## src/rtl/vga_timing_gen.sv

```systemverilog
// Raster timing source for the VGA video path.
// Generates the pixel-rate strobe, beam coordinates, active-area flag,
// h/v sync and line/frame start pulses. Every output is a register loaded
// on the same pixel tick, so all of them describe the same pixel.
module vga_timing_gen #(
    parameter int H_ACTIVE = 640,
    parameter int H_FP     = 16,
    parameter int H_SYNC   = 96,
    parameter int H_BP     = 48,
    parameter int V_ACTIVE = 480,
    parameter int V_FP     = 10,
    parameter int V_SYNC   = 2,
    parameter int V_BP     = 33,
    parameter int CLK_DIV  = 2,
    parameter bit SYNC_POL = 1'b0,
    parameter int X_W      = 11,
    parameter int Y_W      = 10
) (
    input  logic           clk,
    input  logic           rst_n,
    input  logic           run,
    output logic           pix_en,
    output logic [X_W-1:0] counter_x,
    output logic [Y_W-1:0] counter_y,
    output logic           in_display_area,
    output logic           vga_h_sync,
    output logic           vga_v_sync,
    output logic           line_start,
    output logic           frame_start
);

    localparam int H_TOTAL  = H_ACTIVE + H_FP + H_SYNC + H_BP;
    localparam int V_TOTAL  = V_ACTIVE + V_FP + V_SYNC + V_BP;
    localparam int HS_FIRST = H_ACTIVE + H_FP;
    localparam int HS_LAST  = H_ACTIVE + H_FP + H_SYNC - 1;
    localparam int VS_FIRST = V_ACTIVE + V_FP;
    localparam int VS_LAST  = V_ACTIVE + V_FP + V_SYNC - 1;
    // A one-bit divider is kept even for CLK_DIV=1; it simply never moves.
    localparam int DIV_W    = (CLK_DIV > 1) ? $clog2(CLK_DIV) : 1;

    localparam logic [DIV_W-1:0] DIV_LAST = DIV_W'(CLK_DIV - 1);
    localparam logic [X_W-1:0]   X_LAST   = X_W'(H_TOTAL - 1);
    localparam logic [Y_W-1:0]   Y_LAST   = Y_W'(V_TOTAL - 1);

    generate
        if (2 ** X_W < H_TOTAL) begin : g_bad_x_w
            $error("vga_timing_gen: X_W too narrow for H_TOTAL");
        end
        if (2 ** Y_W < V_TOTAL) begin : g_bad_y_w
            $error("vga_timing_gen: Y_W too narrow for V_TOTAL");
        end
        if (CLK_DIV < 1) begin : g_bad_div
            $error("vga_timing_gen: CLK_DIV must be at least 1");
        end
    endgenerate

    logic [DIV_W-1:0] div;
    logic             tick;
    logic [X_W-1:0]   x_next;
    logic [Y_W-1:0]   y_next;
    logic             h_sync_act;
    logic             v_sync_act;
    logic             disp_next;

    // Next-pixel coordinates and the flags that describe that pixel.
    always_comb begin
        tick   = run && (div == DIV_LAST);
        x_next = (counter_x == X_LAST) ? '0 : counter_x + X_W'(1);
        y_next = counter_y;
        if (counter_x == X_LAST) begin
            y_next = (counter_y == Y_LAST) ? '0 : counter_y + Y_W'(1);
        end
        h_sync_act = (x_next >= X_W'(HS_FIRST)) && (x_next <= X_W'(HS_LAST));
        v_sync_act = (y_next >= Y_W'(VS_FIRST)) && (y_next <= Y_W'(VS_LAST));
        disp_next  = (x_next < X_W'(H_ACTIVE)) && (y_next < Y_W'(V_ACTIVE));
    end

    // Pixel-rate divider; holds its count while run is low so no pixel is lost.
    always_ff @(posedge clk or negedge rst_n) begin
        if (!rst_n) begin
            div <= '0;
        end else if (tick) begin
            div <= '0;
        end else if (run) begin
            div <= div + DIV_W'(1);
        end
    end

    // Beam position and aligned output flags, all loaded on the pixel tick.
    always_ff @(posedge clk or negedge rst_n) begin
        if (!rst_n) begin
            pix_en          <= 1'b0;
            counter_x       <= X_LAST;
            counter_y       <= Y_LAST;
            in_display_area <= 1'b0;
            vga_h_sync      <= ~SYNC_POL;
            vga_v_sync      <= ~SYNC_POL;
            line_start      <= 1'b0;
            frame_start     <= 1'b0;
        end else begin
            pix_en <= tick;
            if (tick) begin
                counter_x       <= x_next;
                counter_y       <= y_next;
                in_display_area <= disp_next;
                vga_h_sync      <= h_sync_act ? SYNC_POL : ~SYNC_POL;
                vga_v_sync      <= v_sync_act ? SYNC_POL : ~SYNC_POL;
                line_start      <= (x_next == '0);
                frame_start     <= (x_next == '0) && (y_next == '0);
            end else begin
                line_start  <= 1'b0;
                frame_start <= 1'b0;
            end
        end
    end

endmodule

```

## config.mk

```make
export PLATFORM = sky130hd
export DESIGN_NAME = vga_timing_gen
export DESIGN_NICKNAME = d
export VERILOG_FILES = /design/src/rtl/vga_timing_gen.sv
export SDC_FILE = /design/constraint.sdc
export NUM_CORES = 1
export LEC_CHECK = 0
export BUFFER_PORTS_ARGS = -buffer_cell sky130_fd_sc_hd__buf_2
export CORE_MARGIN = 2
export CORE_UTILIZATION = 30
export DETAILED_ROUTE_END_ITERATION = 10
export GPL_TIMING_DRIVEN = 1
export PLACE_DENSITY = 0.53
export SLEW_MARGIN = 25
export SYNTH_ARGS = -nofsm -noshare
export SYNTH_HDL_FRONTEND = slang
export SYNTH_SLANG_ARGS = --single-unit
```

## constraint.sdc

```tcl
create_clock -name clk -period 2.7 [get_ports clk]
set_input_delay 0.27 -clock clk [delete_from_list [all_inputs] [get_ports clk]]
set_output_delay 0.27 -clock clk [all_outputs]
set_load 0.05 [all_outputs]
```

Word level (Yosys, flattened, before mapping)

Index checks and enable logic that the tools add are counted.

Input port bits: 3
Bits in registers: 28
Word-level logic and storage cells: 37
Output and inout port bits: 27

Equality and inequality tests: 2
Reduce and logical (&&, ||, !) cells: 8
Add/subtract/negate cells: 3
Magnitude comparators: 6
Muxes and demuxes: 9

Operator list:

| operator              | count |
|---|---|
| $mux 10               | 2 |
| $add 11x1->11 const B | 1 |
| $eq 11x10->1 const B  | 1 |
| $ge 11x10->1 const B  | 1 |
| $le 11x10->1 const B  | 1 |
| $logic_not 11->1      | 1 |
| $lt 11x10->1 const B  | 1 |
| $mux 11               | 1 |
| $add 10x1->10 const B | 1 |
| $eq 10x10->1 const B  | 1 |
| $ge 10x9->1 const B   | 1 |
| $le 10x9->1 const B   | 1 |
| $logic_not 10->1      | 1 |
| $lt 10x9->1 const B   | 1 |
| $mux 1                | 6 |
| $logic_and 1x1->1     | 5 |
| $reduce_bool 2->1     | 1 |
| $add 1x1->1 const B   | 1 |

Depth between registers and ports, before layout

Word-level depth: 6
Gate-level depth with buffers: 9

Least setup slack after synthesis

No wires, ideal clock.

Path type: reg2reg
Start point: reg counter_x[0]
End point: reg vga_v_sync
Period minus slack after synthesis: 2471 ps
Library setup time: 83 ps
Stages on the path, launching flop included: 9
Buffers on the path: 2
Path slack: 229 ps
Arrival: 2388 ps
Data required time: 2617 ps
Cell sequence: dfstp_2 > ha_1 > and4_1 > buf_2 > and3_1 > buf_6 > nand3_1 > a211o_1 > o32a_1

Cells in the longest elaborated chain, start to end: 5
Elaborated cells between the ends (all ways): 6
Those cells by class: order compare (2); eq/ne (1); mux (2); reduce/logical (1)

Ends and longest elaborated chain:

| item                                       | line | text |
|---|---|---|
| start: declaration                         | 23   | `output logic [X_W-1:0] counter_x,` |
| start signal: assignment                   | 103  | `counter_x <= x_next;` |
| $eq 11x10->1 *                             | 70   | `if (counter_x == X_LAST) begin` |
| $mux 10 *                                  | 70   |  |
| $ge 10x9->1 or $le 10x9->1 (tied branches) | 74   | `v_sync_act = (y_next >= Y_W'(VS_FIRST)) && (y_next <= Y_W'(VS_LAST));` |
| $logic_and 1x1->1 *                        | 74   |  |
| $mux 1 *                                   | 107  | `vga_v_sync <= v_sync_act ? SYNC_POL : ~SYNC_POL;` |
| end signal: assignment                     | 97   | `vga_v_sync <= ~SYNC_POL;` |
| end signal: assignment                     | 107  |  |
| end: declaration                           | 27   | `output logic vga_v_sync,` |

Every way passes the cells marked *; elsewhere a longest branch is shown, timed or not.
A chain may end at the register's enable or synchronous reset.

Final worst setup path

Start point: reg counter_x[1]
End point: reg frame_start

Cells in the longest elaborated chain, start to end: 5
Elaborated cells between the ends (all ways): 8
Those cells by class: add/sub (1); eq/ne (1); mux (3); reduce/logical (3)

Ends and longest elaborated chain:

| item                                                 | line   | text |
|---|---|---|
| $add 11x1->11 or $eq 11x10->1 (tied branches)        | 68, 70 |  |
| $mux 11 or $mux 10 (tied branches)                   | 68, 70 |  |
| $logic_not 11->1 or $logic_not 10->1 (tied branches) | 109    | `frame_start <= (x_next == '0) && (y_next == '0);` |
| $logic_and 1x1->1 *                                  | 109    |  |
| $mux 1 *                                             | 102    | `if (tick) begin` |
| end signal: assignment                               | 109    |  |
| end: declaration                                     | 29     | `output logic frame_start` |

Marks and branches as above.

==> out/qor.txt <==
Outcome: finished with violations
Failing checks: negative hold slack
Initial drt markers: 173
Max_slew headroom: 0.569
Slew Limit Fails: 0
# clock sinks: 28
Cell Pwr Density: 595 mW/mm²
Leak: 0.910 nW
Yosys reg bits: 28
Clk_skew: 0.00562 ns
Tot Pwr: 1.35 mW
Yosys warns: 0
Netlist Area Pre-Place: 0.00193 mm²
Grt met3 use: 0.0138
Number of remaining DRC errors: 0
Reg2reg setup slack: 0.32 ns
Hpwl dp: 3610 µm
Final worst-path cycle share: 0.882
# hold bufs at CTS: 0
Crit path max fanout: 7
Yosys top cell by area: dfrtp_1
Largest regs: counter_x: 11 flops, counter_y: 10 flops
H-tree lvl count: 1
Antenna viol nets, final: 0
Max reg flops: 11
Die Wd: 84.1 µm
RSZ-0062 raised after global routing: no
Final setup viols: 0
Cts bufs inserted: 3
# IOs: 30
Synthesized net count: 227
Avg WL per Cell: 14.6 µm
ANT cells: 0
Critical path arrival: 2.61 ns
Die Y: 84.1 µm
Antenna violations before repair: 0
Critical Path RT: 2.93 ns
CP startpoint kind: flop
CTS tree: done
Final std cells w/o fill: 330
Fmax: 0.420 GHz
Top_reg_cell synth: dfrtp_1
Number of max-cap violations: 0
Die area: 0.00708 mm²
Row count: 29
Worst min-delay path class: in -> async
Port Buf Inserts: 29
Nets: 262
Vias: 1,703
Synth top area share: 0.208
Top cells by area, synth: dfrtp_1 (21%), dfstp_2 (16%), xnor2_1 (5.9%)
GR Overflow Total: 0
Count of different cell masters after synthesis: 55
Hold slack: -0.00428 ns
Area Overhead vs Synth: 17.4%
Post-synthesis sequential area ratio: 0.372
Worst setup path class: reg -> reg
WL final: 4830 µm
Crit. End Element: flop
Tot GR Track Use: 0.144
Final min period: 2.38 ns
Largest reg by FF count: counter_x
Number of synthesized flops with an enable pin: 0
Most Used Layer, Global Route: met2
First-pass GRT wire length: 8420 µm
Hold Violations, Final: 9
Met1 Use GR: 0.207
Placed insts: 326
Starting density of the core: 0.307
Worst slew pin tran: 0.646 ns
Vias per cell: 5.16
Core Box Area: 0.00628 mm²
Post-CTS sizing: 0
First drt pass iteration count: 4
Postcts setup bufs: 0
Cells after Synth: 219
Max Root-Sink Buffers: 2
Largest net degree at the start of global routing: 29
Synth async-reset ratio: 1.00
Routability cong.: 0.892
Fraction of layout cells with a size suffix above 1: 0.285
CTS Root Buffer Type: clkbuf_8
Clock slew at reported path FFs: 0.11 ns
Peak supply drop: 0.351 mV
Vias in the first global route: 1,690
Clk Latency, worst-skew pair: 0.29 ns
Final setup TNS: 0 ns
Syn Area/Cell: 8.79 µm²
Met2 usage: 0.232
-- path summary, 6_finish.rpt --
path                       cells past startpoint            to         start
max                                            7   frame_start  counter_x[1]
min                                            1  counter_y[4]         rst_n
max reg2reg                                    7   frame_start  counter_x[1]
min reg2reg                                    1           div           div
max in group asynchronous                      1  counter_y[8]         rst_n
min in group clk                               2           div           run
-- cell families after synthesis --
kind of cell / count (synthesis) / synth area share
fa+ha+maj: 5 / 0.0325
buf+inv: 22 / 0.0604
xor+xnor: 18 / 0.0819
compound gates: 52 / 0.180
flops: 28 / 0.372
simple gates: 92 / 0.263
mux: 2 / 0.0110
-- cell usage after synthesis, drive strengths merged (2+ instances only) --
| master | number |
|---|---|
| nand2 | 30 |
| o21ai | 20 |
| dfrtp | 16 |
| nand3 | 15 |
| nor2 | 15 |
| xnor2 | 13 |
| dfstp | 12 |
| buf | 10 |
| inv | 9 |
| a21oi | 8 |
| and4 | 6 |
| a31oi | 5 |
| ha | 5 |
| o31ai | 5 |
| xor2 | 5 |
| nor3 | 4 |
| nor4 | 4 |
| and3 | 3 |
| clkbuf | 3 |
| or3 | 3 |
| a211o | 2 |
| nor3b | 2 |
-- routing by layer --
| layer | part of all wire | vias to the layer above | wire (µm) |
|---|---|---|---|
| met5 | 0 | - | 0 |
| met4 | 0.013 | 0 | 65 |
| met3 | 0.033 | 5 | 160 |
| met2 | 0.46 | 36 | 2210 |
| met1 | 0.49 | 810 | 2390 |
| li1 | - | 852 | - |
-- final cells by class --
| type | count | area (µm²) |
|---|---|---|
| fill | 658 | 4020 |
| tap | 77 | 96.3 |
| inverter | 9 | 33.8 |
| clock inverter | 1 | 30.0 |
| multi-input combinational | 169 | 1090 |
| timing repair buffer | 43 | 250 |
| clock buffer | 3 | 41.3 |
| sequential | 28 | 716 |
-- through the flow --
step	hold WS, ns	setup WS [ns]	area (µm²)	utilization
after floorplan	-0.0256	0.229	1930	-
after CTS	0.0107	0.329	2260	0.360
after global placement	0.332	0.376	2190	0.349
after global routing	0.0408	0.0660	2260	0.360
final	-0.00428	0.320	2260	0.360
after detailed placement	0.335	0.365	2190	0.349
-- cells in the final DEF, fill, tap and decap left out, types with 2 or more instances in the layout --
master and count:
nand2_1 29, nand3_1 15, dfrtp_1 16, ha_1 5, nor4_1 3, dfstp_2 12
nor2_1 15, xnor2_1 13, inv_1 9, and4_1 5, a21oi_1 7, o21ai_0 20
xor2_1 5, a211o_1 2, nor3_1 4, o31ai_1 5, a31oi_1 4, clkbuf_8 3
and3_1 3, buf_2 29, or3_1 2, buf_4 14
-- power breakdown --
group	leakage [nW]	switching, mW	internal (mW)
Clock	0.0357	0.149	0.199
Combinational	0.550	0.304	0.133
Sequential	0.324	0.0665	0.494
Total	0.910	0.520	0.826
-- critical path: stages, from the launching register on --
cell      delay [ns]
dfstp_2         0.60
ha_1            0.19
and4_1          0.28
nand3_1         0.24
nor2_1          0.22
mux2_2          0.36
a211oi_2        0.22
and4_1          0.22
(Power assumes the default switching activity.)
